--- config.mk ---
export PLATFORM = sky130hd
export DESIGN_NAME = vy_coklu_denetleyici
export DESIGN_NICKNAME = d
export VERILOG_FILES = /design/src/rtl/vy_paket.sv /design/src/rtl/vy_rr_hakem.sv /design/src/rtl/vy_coklu_denetleyici.sv
export SDC_FILE = /design/constraint.sdc
export NUM_CORES = 1
export LEC_CHECK = 0
export ABC_AREA = 1
export BUFFER_PORTS_ARGS = -buffer_cell sky130_fd_sc_hd__buf_2
export CAP_MARGIN = 20
export CORE_MARGIN = 2
export CORE_UTILIZATION = 39
export CTS_BUF_LIST = sky130_fd_sc_hd__clkbuf_2
export DETAILED_ROUTE_END_ITERATION = 10
export PLACE_DENSITY = 0.62
export SYNTH_ARGS = -nofsm -noshare
export SYNTH_HDL_FRONTEND = slang
export SYNTH_HIERARCHICAL = 1
export SYNTH_SLANG_ARGS = --single-unit
--- constraint.sdc ---
create_clock -name clk_i -period 1.9 [get_ports clk_i]
set_input_delay 0.38 -clock clk_i [delete_from_list [all_inputs] [get_ports clk_i]]
set_output_delay 0.38 -clock clk_i [all_outputs]
set_load 0.05 [all_outputs]
--- src/rtl/vy_paket.sv ---
// vy_paket: shared state encoding and width helpers for the multi-channel block controller
package vy_paket;
  typedef enum logic [2:0] {BOSTA, OKU_ISTEK, OKU_BEKLE, OKU_YANIT, YAZ} durum_t;
  localparam logic HIGH = 1'b1;
  localparam logic LOW = 1'b0;
  function automatic int veri_byte(input int veri_bit);
    return veri_bit / 8;
  endfunction
  function automatic int blok_ofset(input int blok_bit);
    return $clog2(blok_bit / 8);
  endfunction
  function automatic int kelime_ofset(input int veri_bit);
    return $clog2(veri_bit / 8);
  endfunction
endpackage

--- src/rtl/vy_rr_hakem.sv ---
// vy_rr_hakem: round-robin grant over request lines; pointer moves past the winner on accept
module vy_rr_hakem #(
  parameter int KANAL_SAYISI = 2,
  localparam int ID_BIT = (KANAL_SAYISI > 1) ? $clog2(KANAL_SAYISI) : 1
) (
  input  logic                    clk_i,
  input  logic                    rstn_i,
  input  logic [KANAL_SAYISI-1:0] istek_i,
  input  logic                    kabul_i,
  output logic [KANAL_SAYISI-1:0] grant_o,
  output logic [ID_BIT-1:0]       id_o
);
  logic [ID_BIT-1:0] p;
  logic [ID_BIT-1:0] j;
  logic bulundu;
  always_comb begin
    grant_o = '0;
    id_o = '0;
    bulundu = 1'b0;
    j = '0;
    for (int i = 0; i < KANAL_SAYISI; i++) begin
      j = ID_BIT'((int'(p) + i) % KANAL_SAYISI);
      if (!bulundu && istek_i[j]) begin
        grant_o[j] = 1'b1;
        id_o = j;
        bulundu = 1'b1;
      end
    end
  end
  always_ff @(posedge clk_i) begin
    if (!rstn_i) p <= '0;
    else if (kabul_i) p <= (id_o == ID_BIT'(KANAL_SAYISI - 1)) ? '0 : id_o + 1'b1;
  end
endmodule

--- src/rtl/vy_coklu_denetleyici.sv ---
// vy_coklu_denetleyici: arbitrates L1 block requests onto a word-wide memory port
// VY_KRITIK_KELIME_EN: reads start at the requested word and wrap inside the block
module vy_coklu_denetleyici
  import vy_paket::*;
#(
  parameter int KANAL_SAYISI = 2,
  parameter int ADRES_BIT = 32,
  parameter int VERI_BIT = 32,
  parameter int BLOK_BIT = 128,
  localparam int KANAL_ID_BIT = (KANAL_SAYISI > 1) ? $clog2(KANAL_SAYISI) : 1
) (
  input  logic                           clk_i,
  input  logic                           rstn_i,
  input  logic [KANAL_SAYISI*ADRES_BIT-1:0] l1_istek_adres_i,
  input  logic [KANAL_SAYISI*BLOK_BIT-1:0]  l1_istek_veri_i,
  input  logic [KANAL_SAYISI-1:0]        l1_istek_yaz_i,
  input  logic [KANAL_SAYISI-1:0]        l1_istek_gecerli_i,
  output logic [KANAL_SAYISI-1:0]        l1_istek_hazir_o,
  output logic [BLOK_BIT-1:0]            l1_veri_o,
  output logic [KANAL_ID_BIT-1:0]        l1_veri_kanal_o,
  output logic [KANAL_SAYISI-1:0]        l1_veri_gecerli_o,
  input  logic [KANAL_SAYISI-1:0]        l1_veri_hazir_i,
  output logic [ADRES_BIT-1:0]           mem_istek_adres_o,
  output logic [VERI_BIT-1:0]            mem_istek_veri_o,
  output logic                           mem_istek_yaz_o,
  output logic                           mem_istek_gecerli_o,
  input  logic                           mem_istek_hazir_i,
  input  logic [VERI_BIT-1:0]            mem_veri_i,
  input  logic                           mem_veri_gecerli_i,
  output logic                           mem_veri_hazir_o
);
  localparam int VERI_BYTE = veri_byte(VERI_BIT);
  localparam int BLOK_VERI_SAYISI = BLOK_BIT / VERI_BIT;
  localparam int SAY_BIT = $clog2(BLOK_VERI_SAYISI);
  localparam logic [ADRES_BIT-1:0] BLOK_MASKE = ADRES_BIT'(BLOK_BIT / 8 - 1);
  localparam logic [SAY_BIT-1:0] SON = SAY_BIT'(BLOK_VERI_SAYISI - 1);
  durum_t durum;
  logic bosta_r, el, don, son_istek, son_donus;
  logic [KANAL_SAYISI-1:0] grant;
  logic [KANAL_ID_BIT-1:0] id;
  logic [ADRES_BIT-1:0] sec_adres, ilk_adres, sonraki_adres;
  logic [BLOK_BIT-1:0] sec_blok, blok_r, tampon_r, tampon_y;
  logic [SAY_BIT-1:0] idx, ridx, bas_r, bas_y, poz;
  vy_rr_hakem #(.KANAL_SAYISI(KANAL_SAYISI)) hakem (
    .clk_i(clk_i),
    .rstn_i(rstn_i),
    .istek_i(l1_istek_gecerli_i),
    .kabul_i(el),
    .grant_o(grant),
    .id_o(id)
  );
  assign l1_istek_hazir_o = {KANAL_SAYISI{bosta_r}} & grant;
  assign el = bosta_r & |grant;
  assign sec_adres = l1_istek_adres_i[id*ADRES_BIT +: ADRES_BIT];
  assign sec_blok = l1_istek_veri_i[id*BLOK_BIT +: BLOK_BIT];
  assign don = mem_veri_gecerli_i & mem_veri_hazir_o;
  assign son_istek = idx == SON;
  assign son_donus = ridx == SON;
  assign poz = bas_r + ridx;
`ifdef VY_KRITIK_KELIME_EN
  localparam int OB = blok_ofset(BLOK_BIT);
  localparam int KB = kelime_ofset(VERI_BIT);
  assign ilk_adres = sec_adres & ~ADRES_BIT'(VERI_BYTE - 1);
  assign bas_y = sec_adres[OB-1:KB];
  // word offset wraps inside the block, block base stays fixed
  assign sonraki_adres = (mem_istek_adres_o & ~BLOK_MASKE) |
                         ((mem_istek_adres_o + ADRES_BIT'(VERI_BYTE)) & BLOK_MASKE);
`else
  assign ilk_adres = sec_adres & ~BLOK_MASKE;
  assign bas_y = '0;
  assign sonraki_adres = mem_istek_adres_o + ADRES_BIT'(VERI_BYTE);
`endif
  always_comb begin
    tampon_y = tampon_r;
    tampon_y[poz*VERI_BIT +: VERI_BIT] = mem_veri_i;
  end
  always_ff @(posedge clk_i) begin
    if (!rstn_i) begin
      durum <= BOSTA;
      bosta_r <= LOW;
      blok_r <= '0;
      tampon_r <= '0;
      idx <= '0;
      ridx <= '0;
      bas_r <= '0;
      l1_veri_o <= '0;
      l1_veri_kanal_o <= '0;
      l1_veri_gecerli_o <= '0;
      mem_istek_adres_o <= '0;
      mem_istek_veri_o <= '0;
      mem_istek_yaz_o <= LOW;
      mem_istek_gecerli_o <= LOW;
      mem_veri_hazir_o <= LOW;
    end else begin
      bosta_r <= (durum == BOSTA) & ~el;
      if (don) begin
        tampon_r <= tampon_y;
        ridx <= ridx + 1'b1;
      end
      case (durum)
        BOSTA: if (el) begin
          l1_veri_kanal_o <= id;
          blok_r <= sec_blok;
          idx <= '0;
          ridx <= '0;
          mem_istek_gecerli_o <= HIGH;
          mem_istek_veri_o <= sec_blok[VERI_BIT-1:0];
          if (l1_istek_yaz_i[id]) begin
            mem_istek_adres_o <= sec_adres & ~BLOK_MASKE;
            mem_istek_yaz_o <= HIGH;
            bas_r <= '0;
            durum <= YAZ;
          end else begin
            mem_istek_adres_o <= ilk_adres;
            mem_veri_hazir_o <= HIGH;
            bas_r <= bas_y;
            durum <= OKU_ISTEK;
          end
        end
        OKU_ISTEK, OKU_BEKLE: begin
          if (durum == OKU_ISTEK && mem_istek_hazir_i) begin
            mem_istek_adres_o <= sonraki_adres;
            idx <= idx + 1'b1;
            if (son_istek) begin
              mem_istek_gecerli_o <= LOW;
              durum <= OKU_BEKLE;
            end
          end
          // with zero-latency memory the last word can land while still issuing
          if (don && son_donus) begin
            l1_veri_o <= tampon_y;
            l1_veri_gecerli_o <= KANAL_SAYISI'(1) << l1_veri_kanal_o;
            mem_veri_hazir_o <= LOW;
            durum <= OKU_YANIT;
          end
        end
        OKU_YANIT: if (l1_veri_hazir_i[l1_veri_kanal_o]) begin
          l1_veri_gecerli_o <= '0;
          durum <= BOSTA;
        end
        YAZ: if (mem_istek_hazir_i) begin
          mem_istek_adres_o <= sonraki_adres;
          idx <= idx + 1'b1;
          mem_istek_veri_o <= blok_r[(idx + 1'b1)*VERI_BIT +: VERI_BIT];
          if (son_istek) begin
            mem_istek_gecerli_o <= LOW;
            mem_istek_yaz_o <= LOW;
            durum <= BOSTA;
          end
        end
        default: durum <= BOSTA;
      endcase
    end
  end
endmodule
==> results.tsv, run 1 <==
stage	metric	value	unit
clock_network	H-tree depth	3	
die	# rows	83	
status	status	did not finish	
logic_synthesis	Post-synth top flop	dfxtp_1	
place	dpl hpwl	54.57	mm
logic_synthesis	number of flops mapped to enable cells by yosys	0	
global_route	largest net degree at the start of global routing	107	
logic_synthesis	Post-Syn Area	20160	um^2
status	Err	[ERROR GRT-0232] Routing congestion too high. Check the congestion heatmap in the GUI.	
place	IO Port Bufs	551	
status	Failed at	global routing (5_1_grt)	
logic_synthesis	yosys warns	6	
global_route	GR Overflow Total	7	
logic_synthesis	Avg Inst Size Synth	6.705	um^2
global_route	gr usage total	42.44	%
place	Final GP Congestion	0.9781	
die	Die H	231.4	um
place	setup slack at placement	-0.1144	ns
die	io pins	562	
clock_network	Root Driver	clkbuf_2	
logic_synthesis	Synth cell types	33	
clock_network	Sink Count	429	
logic_synthesis	Synth area leaders	dfxtp_1, nand2_1, o21ai_0	
logic_synthesis	top-area cell type share of the netlist area	42.59	%
clock_network	CTS Buf Count	115	
clock_network	CTS Buffer Depth	3	
place	dpl cells	4121	
die	Starting Density	39.38	%
logic_synthesis	cells after synthesis	3007	
logic_synthesis	synthesized flop and latch total	429	
logic_synthesis	Post-synth ARST share	0	%
logic_synthesis	post-synthesis sequential area ratio	42.59	%
die	width of the die	231.4	um
logic_synthesis	leading area contributor after synthesis	dfxtp_1	
what timing repair did:
action | CTS
hold buffers | 494
pin swaps | 3
setup buffers | 40
endpoints found under the setup margin | 355
gates resized for setup | 814
endpoints found under the hold margin | 429
gates cloned | 1
cells in the mapped netlist (9+ instances only):
library cell  instances
o22ai_1              96
o21ai_1              20
buf_2                70
o21ai_0             382
dfxtp_1             429
clkbuf_1            147
inv_2                 9
o31ai_1              32
nand2_1             634
inv_1               295
nor2_1              389
a31oi_1             147
buf_1                10
nand3_1             101
a21oi_1             198
logic make-up after synthesis:
group / count (synthesis) / share of synthesized area (%)
compound gates: 882 / 23.88
mux: 2 / 0.09929
simple gates: 1144 / 22.25
xor+xnor: 2 / 0.08689
buf+inv: 540 / 10.64
other cells: 1 / 0.01860
flops: 429 / 42.59
fa+ha+maj: 7 / 0.4344
through the flow:
stage | util (%) | instance area (um^2) | hold WS, ns
after CTS | 63.79 | 32660 | 0.0004243
after detailed placement | 47.24 | 24190 | 0.4551
after global placement | 47.24 | 24190 | 0.4520
after floorplan | - | 20170 | 0.4445
per-layer routing:
metal | overflow | global-route usage [%]
met5 | 0 | 8.088
met4 | 3 | 31.41
met3 | 1 | 26.51
met2 | 3 | 58.49
met1 | 0 | 46.28
==> run 2, diff against run 1 <==
CORE_UTILIZATION = 24   (was 39)
CTS_BUF_LIST = default   (was sky130_fd_sc_hd__clkbuf_2)
PLACE_DENSITY = default   (was 0.62)
PLACE_DENSITY_LB_ADDON = 0.15   (was default)
clock period = 2.47 ns   (was 1.9 ns; I/O delays follow)
==> run 2 against run 1 <==
Compared with the run above: the run now ends clean; synthesized cell count did not move; synthesized area unchanged.
==> results.tsv, run 2 <==
stage	metric	value	unit
worst_setup_path	crit path cell chain	inv_1 > ha_1 > nor2_1 > nand2_1 > inv_2 > nand2_1 > a31oi_1	
die	Starting Density	24.17	%
timing	Setup TNS	0	ns
die	Die H	293.9	um
worst_setup_path	Crit. Startpoint	ridx[0]	
die	io pins	562	
clock_network	CTS resizes	0	
power_and_ir_drop	Worst IR Drop VDD	419.0	uV
worst_setup_path	Critical Path End Type	register	
layout	NumNets Final	3814	
worst_setup_path	worst-path fanout max	22	
place	IO Port Bufs	551	
timing	Slew Limit Fails	0	
timing	Tightest Pin Transition	0.6437	ns
place	Final GP Congestion	0.8721	
die	width of the die	293.9	um
timing	setup violators final	0	
detailed_routing	final wirelength	85.64	mm
power_and_ir_drop	Lkg Pwr	12.21	nW
global_route	first-pass GRT wire length	126.0	mm
global_route	initial antenna violation count	19	
worst_setup_path	r2r startpoint	ridx[0]	
layout	commonest non-fill, non-tap cell in the layout	nand2_1	
logic_synthesis	Synth cell types	33	
logic_synthesis	yosys warns	6	
logic_synthesis	leading area contributor after synthesis	dfxtp_1	
die	# rows	106	
power_and_ir_drop	P_int	16.02	mW
detailed_routing	Routed Antenna Nets	0	
clock_network	Worst-path clk slew	0.06	ns
worst_setup_path	CP max stage delay	0.40	ns
timing	unrepaired setup endpoints after global routing	false	
detailed_routing	routed via count	21260	
worst_setup_path	crit start category	register	
clock_network	H-tree depth	2	
place	dpl hpwl	60.77	mm
timing	clk_skew	0.03048	ns
clock_network	CTS Buf Count	54	
worst_setup_path	crit-path most repeated cell	nand2_1	
worst_setup_path	CP max stage cell	inv_2	
global_route	gr usage total	18.94	%
global_route	largest net degree at the start of global routing	134	
timing	Hold Worst Slack	0.1463	ns
hold_path	HP Start	l1_istek_veri_i[36]	
power_and_ir_drop	Combinational Power Share	39.1	%
clock_network	CTS tree	done	
logic_synthesis	Avg Inst Size Synth	6.705	um^2
clock_network	Clock Latency Late Sink	0.61	ns
clock_network	Post-CTS Hold Fix Bufs	0	
power_and_ir_drop	Clock power frac	28.3	%
worst_setup_path	worst path bufs/invs	2	
job	max_cap viols	0	
detailed_routing	Iter 0 DRT Violations	1435	
detailed_routing	drt first pass iters	6	
die	Core Box Area	83420	um^2
power_and_ir_drop	Flop pwr share	32.6	%
die	die footprint	86350	um^2
logic_synthesis	synthesized flop and latch total	429	
logic_synthesis	most frequent cells after synthesis	nand2_1, dfxtp_1, nor2_1	
timing	minimum clock period	2.153	ns
status	status	complete, no violations	
hold_path	worst hold path class	input pin to register	
timing	Final Hold Fails	0	
logic_synthesis	most frequent cell after synthesis	nand2_1	
timing	Final Cycle Share	87.18	%
logic_synthesis	number of flops mapped to enable cells by yosys	0	
logic_synthesis	Synth area leaders	dfxtp_1, nand2_1, o21ai_0	
global_route	GR Overflow Total	0	
clock_network	Sink Count	429	
worst_setup_path	WS Path Type	register to register	
worst_setup_path	Crit path max-delay family	simple AND/OR/NAND/NOR gates	
logic_synthesis	Post-synth top flop	dfxtp_1	
power_and_ir_drop	power density over the cells	1076	nW/um^2
global_route	number of global-route vias before repair	19830	
layout	most frequent cells in the layout	nand2_1, buf_2, dfxtp_1, nor2_1, o21ai_0	
layout	layout cell share with drive strength beyond 1	20.79	%
clock_network	Setup Buffers After CTS	0	
detailed_routing	WL/cell	18.69	um
clock_network	Root Driver	clkbuf_16	
power_and_ir_drop	NetSw	11.84	mW
detailed_routing	Vias/cell	4.639	
worst_setup_path	Arr. time, crit path	2.66	ns
timing	Slew HR	57.08	%
logic_synthesis	top-area cell type share of the netlist area	42.59	%
detailed_routing	drc violations	0	
clock_network	CTS Buffer Depth	3	
power_and_ir_drop	switching share of power	42.48	%
layout	Area Overhead vs Synth	28.36	%
layout	Fill cells	9236	
layout	Top Registers	l1_veri_o (128), tampon_r (128), blok_r (96)	
logic_synthesis	cells after synthesis	3007	
logic_synthesis	post-synthesis sequential area ratio	42.59	%
timing	Peak Freq	464.4	MHz
worst_setup_path	required time of the critical path	2.98	ns
logic_synthesis	Post-synth ARST share	0	%
logic_synthesis	Post-Syn Area	20160	um^2
run 2: power groups by stage:
stage          Clock (mW)  Sequential [mW]  Combinational (mW)
2_1_floorplan           0             10.7                6.04
3_3_place_gp            0             9.20                11.0
3_5_place_dp            0             9.21                10.9
4_1_cts              8.12             9.07                11.0
5_1_grt              8.38             9.23                12.1
6_report             7.88             9.08                10.9
run 2: cell type report:
class                   count  area, um^2  share of cell area (%)
diodes                     14       35.03                  0.1354
clock buffers              84        1574                   6.082
clock inverters            15       175.2                  0.6768
inverters                 305        1154                   4.457
multi-input cells        2039        9463                   36.56
flip-flops and latches    429        8589                   33.19
well taps                1080        1351                   5.221
repair buffers            616        3540                   13.68
run 2: worst min-delay path, stage by stage:
cell and delay (ns):
buf_2 0.09, nand2_1 0.05, a31oi_1 0.07
run 2: metrics by stage:
step / power (mW) / setup slack [ns] / area [um^2] / utilization [%] / cells
2_1_floorplan: 16.70 / 0.5232 / 20170 / - / 3008
3_3_place_gp: 20.16 / 0.3631 / 24100 / 28.89 / 4469
3_5_place_dp: 20.15 / 0.3353 / 24100 / 28.89 / 4469
4_1_cts: 28.16 / 0.2740 / 25850 / 30.98 / 4568
5_1_grt: 29.74 / 0.05145 / 25880 / 31.02 / 4580
6_report: 27.86 / 0.3167 / 25880 / 31.02 / 4582
run 2: per-layer routing:
metal	part of all wire [%]	track usage (%)	vias to the layer above
met5	0.047	0	-
met4	2.5	6.048	4
met3	6.2	4.131	109
met2	48	31.78	555
met1	44	24.06	9820
li1	-	-	10770
run 2: kinds of logic after synthesis:
group           after synthesis  share of synthesized area, %
mux                           2                       0.09929
other cells                   1                       0.01860
flops                       429                         42.59
xor+xnor                      2                       0.08689
buf+inv                     540                         10.64
simple gates               1144                         22.25
compound gates              882                         23.88
fa+ha+maj                     7                        0.4344
run 2: path summary, 6_finish.rpt:
path	endpoint	slack (ns)	depth (start not counted)
hold reg to reg	mem_istek_yaz_o	0.46	2
setup / recovery	l1_veri_o[110]	0.32	7
hold / removal	blok_r[36]	0.15	3
setup reg to reg	l1_veri_o[110]	0.32	7
Note: power is estimated with default switching activity, not from simulation.
==> run 3, diff against run 2 <==
clock period = 2.8 ns   (was 2.47 ns; I/O delays follow)
==> run 3 against run 2 <==
Compared with the run above: first-iteration DRC count fell by 5.2%; sequential power fell by 12%; core utilization rose by 0.054 points; global-route usage barely moved; final cell count fell by 0.22%; die area did not move; fmax fell by 15%; clock-buffer cell count did not move; critical path type unchanged; largest cell class unchanged; largest power group unchanged.
==> results.tsv, run 3 (synthesized netlist as in run 2, its figures left out) <==
stage	metric	value	unit
status	status	complete, no violations	
timing	Final Hold Fails	0	
worst_setup_path	FF-to-FF path depth	8	
timing	Final Cycle Share	90.14	%
worst_setup_path	required time of the critical path	3.33	ns
timing	setup violators final	0	
power_and_ir_drop	switching share of power	42.36	%
die	die footprint	86350	um^2
timing	Setup TNS	0	ns
detailed_routing	drt first pass iters	5	
clock_network	Setup Buffers After CTS	0	
worst_setup_path	WS Path Type	register to register	
layout	Area Overhead vs Synth	28.58	%
power_and_ir_drop	Lkg Pwr	12.23	nW
clock_network	Worst-path clk slew	0.06	ns
power_and_ir_drop	P_int	14.35	mW
die	Core Box Area	83420	um^2
detailed_routing	WL met1	37.47	mm
power_and_ir_drop	Clock power frac	29.1	%
power_and_ir_drop	Combinational Power Share	38.7	%
global_route	GR Overflow Total	0	
clock_network	CTS resizes	0	
clock_network	CTS Buffer Depth	3	
place	IO Port Bufs	551	
layout	most frequent cells in the layout	nand2_1, buf_2, dfxtp_1, nor2_1, o21ai_0	
clock_network	Sink Count	429	
worst_setup_path	Critical Path End Type	register	
detailed_routing	drc violations	0	
timing	Slew Limit Fails	0	
timing	unrepaired setup endpoints after global routing	false	
die	Die H	293.9	um
global_route	largest net degree at the start of global routing	210	
worst_setup_path	Arr. time, crit path	3.06	ns
detailed_routing	routed via count	21390	
worst_setup_path	worst path bufs/invs	3	
clock_network	Post-CTS Hold Fix Bufs	0	
place	dpl hpwl	60.14	mm
die	# rows	106	
global_route	initial antenna violation count	21	
detailed_routing	Vias/cell	4.678	
hold_path	worst hold path class	input pin to register	
power_and_ir_drop	Worst IR Drop VDD	562.4	uV
global_route	number of global-route vias before repair	19890	
detailed_routing	final wirelength	86.03	mm
worst_setup_path	CP max stage delay	0.53	ns
global_route	gr usage total	18.91	%
layout	Fill cells	9284	
power_and_ir_drop	Flop pwr share	32.1	%
layout	Non-Filler Instances	4572	
layout	Top Registers	l1_veri_o (128), tampon_r (128), blok_r (96)	
clock_network	Root Driver	clkbuf_16	
layout	NumNets Final	3802	
power_and_ir_drop	power density over the cells	960.0	nW/um^2
clock_network	CTS tree	done	
place	dpl cells	4457	
worst_setup_path	crit start category	register	
die	io pins	562	
power_and_ir_drop	NetSw	10.54	mW
clock_network	Clock Latency Late Sink	0.64	ns
timing	Tightest Pin Transition	0.9345	ns
clock_network	CTS Buf Count	54	
worst_setup_path	Crit path max-delay family	buffers and inverters	
detailed_routing	metal2 WL	40.42	mm
timing	minimum clock period	2.524	ns
hold_path	hold path cells	3	
timing	Slew HR	37.70	%
worst_setup_path	CP max stage cell	nand3_1	
detailed_routing	WL/cell	18.82	um
die	width of the die	293.9	um
job	max_cap viols	0	
detailed_routing	Max Used Layer	met5	
worst_setup_path	cell depth of the worst setup path	8	
place	Final GP Congestion	0.8667	
timing	clk_skew	0.05600	ns
place	setup slack at placement	0.3192	ns
detailed_routing	routed length on met3	5.506	mm
worst_setup_path	crit path cell chain	inv_1 > ha_1 > nor2_1 > nand3_1 > buf_4 > o22ai_1 > o21ai_0 > inv_1	
die	Starting Density	24.17	%
timing	final worst slack	0.2760	ns
detailed_routing	Routed Antenna Nets	0	
timing	Peak Freq	396.2	MHz
worst_setup_path	worst-path fanout max	11	
layout	layout cell share with drive strength beyond 1	20.77	%
global_route	first-pass GRT wire length	125.6	mm
detailed_routing	Iter 0 DRT Violations	1360	
worst_setup_path	crit-path most repeated cell	inv_1	
layout	commonest non-fill, non-tap cell in the layout	nand2_1	
clock_network	H-tree depth	2	
## run 3: cell count changes in the layout (fill, tap and decap cells not counted)
cell and delta:
buf_4 -13, clkbuf_1 -9, clkbuf_8 +9, diode_2 +2, inv_6 -2, inv_8 +2
buf_12 +1, clkinv_16 +1, clkinvlp_4 -1
## run 3: worst min-delay path: cells and delay by family
family / cells / cell delay (ns)
buffers and inverters: 1 / 0.09
AO/OA/AOI/OAI: 1 / 0.07
AND/OR/NAND/NOR: 1 / 0.05
## run 3: cell type report
type	count	area [um^2]	area share (%)
diodes	16	40.04	0.1544
inverters	305	1154	4.450
repair buffers	604	3462	13.35
flip-flops and latches	429	8589	33.13
multi-input cells	2039	9463	36.50
clock inverters	15	202.7	0.7818
clock buffers	84	1664	6.419
well taps	1080	1351	5.212
## run 3: power groups by stage
stage / clock network [mW] / registers [mW] / logic (mW)
5_1_grt: 7.70 / 8.15 / 10.7
6_report: 7.25 / 8.00 / 9.64
2_1_floorplan: 0 / 9.40 / 5.33
4_1_cts: 7.49 / 8.00 / 9.69
3_5_place_dp: 0 / 8.12 / 9.66
3_3_place_gp: 0 / 8.12 / 9.64
## run 3: worst paths after layout
check	from	endpoint	slack (ns)
hold / removal	l1_istek_veri_i[66]	blok_r[66]	0.19
setup reg to reg	ridx[0]	tampon_r[8]	0.28
hold reg to reg	tampon_r[119]	tampon_r[119]	0.47
setup / recovery	ridx[0]	tampon_r[8]	0.28
## run 3: per-stage QoR
step	hold WS [ns]	util [%]	instance area (um^2)	power (mW)
after CTS	0.1473	31.03	25890	25.19
after global placement	0.4553	28.79	24020	17.76
final	0.1889	31.08	25930	24.89
after global routing	0.1710	31.07	25920	26.53
after floorplan	0.4445	-	20170	14.73
after detailed placement	0.4553	28.79	24020	17.79
## run 3: routing by layer
| layer | track usage [%] | vias to the layer above |
|---|---|---|
| li1 | - | 10780 |
| met1 | 24.01 | 9928 |
| met2 | 31.48 | 558 |
| met3 | 3.973 | 122 |
| met4 | 6.882 | 4 |
| met5 | 0 | - |
==> run 4, diff against run 3 <==
clock period = 2.9 ns   (was 2.8 ns; I/O delays follow)
==> run 4 against run 3 <==
Compared with the run above: clock-buffer cell count down 3; critical path depth down 1; sequential share of layout area up 0.16 points; final cell count up 0.26%; setup slack better by 0.20 ns; global-route usage up 0.16 points; fmax up 4.1%; non-clock buffer count up 14; register-to-register slack better by 0.20 ns; critical endpoint is now l1_veri_o[96]; largest cell class unchanged; largest power group unchanged.
==> results.tsv, run 4 (synthesized netlist as in run 2, its figures left out) <==
stage	metric	value	unit
place	IO Port Bufs	551	
timing	clk_skew	0.02996	ns
detailed_routing	Vias/cell	4.646	
layout	commonest non-fill, non-tap cell in the layout	nand2_1	
global_route	initial antenna violation count	21	
worst_setup_path	Crit path max-delay family	simple AND/OR/NAND/NOR gates	
worst_setup_path	crit path cell chain	inv_1 > ha_1 > nor2_1 > nand2_1 > inv_2 > nand2_1 > a31oi_1	
timing	Setup TNS	0	ns
timing	Final Cycle Share	83.60	%
clock_network	CTS tree	done	
timing	final worst slack	0.4756	ns
die	# rows	106	
timing	Slew HR	36.24	%
worst_setup_path	r2r startpoint	ridx[0]	
worst_setup_path	worst path bufs/invs	2	
power_and_ir_drop	Lkg Pwr	12.18	nW
clock_network	H-tree depth	2	
global_route	number of global-route vias before repair	19980	
timing	unrepaired setup endpoints after global routing	false	
worst_setup_path	reg2reg setup slack	0.48	ns
worst_setup_path	Critical Path End Type	register	
die	Die H	293.9	um
clock_network	Root Driver	clkbuf_16	
timing	setup violators final	0	
status	status	complete, no violations	
die	Starting Density	24.17	%
detailed_routing	drt first pass iters	5	
layout	NumNets Final	3816	
timing	Tightest Pin Transition	0.9565	ns
global_route	largest net degree at the start of global routing	132	
clock_network	Setup Buffers After CTS	0	
power_and_ir_drop	power density over the cells	916.8	nW/um^2
place	dpl hpwl	61.14	mm
clock_network	CTS resizes	0	
hold_path	hold path cells	3	
worst_setup_path	Critical R2R Capture	l1_veri_o[96]	
power_and_ir_drop	Worst IR Drop VDD	439.5	uV
detailed_routing	Routed Antenna Nets	0	
die	Core Box Area	83420	um^2
clock_network	Worst-path clk slew	0.06	ns
die	die footprint	86350	um^2
detailed_routing	drc violations	0	
global_route	gr usage total	19.07	%
die	width of the die	293.9	um
layout	most frequent cells in the layout	nand2_1, buf_2, dfxtp_1, nor2_1, o21ai_0	
global_route	first-pass GRT wire length	126.9	mm
layout	layout cell share with drive strength beyond 1	20.92	%
clock_network	Post-CTS Hold Fix Bufs	0	
hold_path	worst hold endpoint	blok_r[48]	
worst_setup_path	crit-path most repeated cell	nand2_1	
worst_setup_path	required time of the critical path	3.44	ns
worst_setup_path	worst-path fanout max	22	
timing	Slew Limit Fails	0	
power_and_ir_drop	total power	23.65	mW
place	setup slack at placement	0.3762	ns
layout	Design Area, Final	25800	um^2
worst_setup_path	WS Path Type	register to register	
layout	Top Registers	l1_veri_o (128), tampon_r (128), blok_r (96)	
worst_setup_path	CP max stage delay	0.52	ns
place	Placement Cell Area	24020	um^2
hold_path	HP Start	l1_istek_veri_i[48]	
timing	Final Hold Fails	0	
worst_setup_path	Arr. time, crit path	2.96	ns
layout	Area Overhead vs Synth	27.97	%
clock_network	CTS Buf Count	54	
detailed_routing	routed via count	21300	
hold_path	worst hold path class	input pin to register	
clock_network	Sink Count	429	
place	Final GP Congestion	0.8713	
clock_network	CTS Buffer Depth	3	
worst_setup_path	CP max stage cell	dfxtp_1	
timing	Peak Freq	412.5	MHz
die	io pins	562	
detailed_routing	Iter 0 DRT Violations	1206	
worst_setup_path	FF-to-FF path depth	7	
clock_network	Clock Latency Late Sink	0.62	ns
global_route	GR Overflow Total	0	
job	max_cap viols	0	
detailed_routing	final wirelength	86.22	mm
timing	minimum clock period	2.424	ns
detailed_routing	WL/cell	18.81	um
worst_setup_path	crit start category	register	
[run 4: worst min-delay path, delay by kind of cell]
family / cells / cell delay [ns]
buffers and inverters: 1 / 0.09
AOI/OAI and AO/OA: 1 / 0.07
and+or+nand+nor: 1 / 0.05
[run 4: per-stage QoR]
| stage | std cells | util [%] | hold WS [ns] |
|---|---|---|---|
| 6_report | 4584 | 30.93 | 0.2190 |
| 5_1_grt | 4582 | 30.92 | 0.2038 |
| 4_1_cts | 4569 | 30.88 | 0.1735 |
| 3_5_place_dp | 4471 | 28.80 | 0.4553 |
| 3_3_place_gp | 4471 | 28.80 | 0.4533 |
| 2_1_floorplan | 3008 | - | 0.4445 |
[run 4: per-layer routing]
| layer | GRT usage (%) | share of wire [%] |
|---|---|---|
| met4 | 6.906 | 3.0 |
| met3 | 4.041 | 6.3 |
| met5 | 0 | 0.038 |
| met1 | 24.05 | 43 |
| met2 | 31.93 | 48 |
[run 4: final cells by class]
cell class	count	area [um^2]
antenna	15	37.54
clock buffer	81	1573
clock inverter	17	167.7
fill	9385	57620
inverter	305	1154
multi-input combinational	2039	9463
sequential	429	8589
tap	1080	1351
timing repair buffer	618	3467
[run 4: report_power, final]
part / switching (mW) / total [mW] / internal (mW)
Combinational: 6.59 / 9.25 / 2.67
Clock: 2.82 / 6.66 / 3.84
Sequential: 0.704 / 7.74 / 7.04
[run 4: how the worst max path moves through the flow]
stage	from	endpoint	cells past startpoint
floorplan	mem_istek_adres_o[3]	mem_istek_adres_o[18]	10
global placement	l1_istek_gecerli_i[0]	blok_r[39]	9
detailed placement	l1_istek_gecerli_i[0]	blok_r[66]	9
CTS	ridx[0]	tampon_r[118]	7
global route	ridx[0]	l1_veri_o[104]	7
finish	ridx[0]	l1_veri_o[96]	7
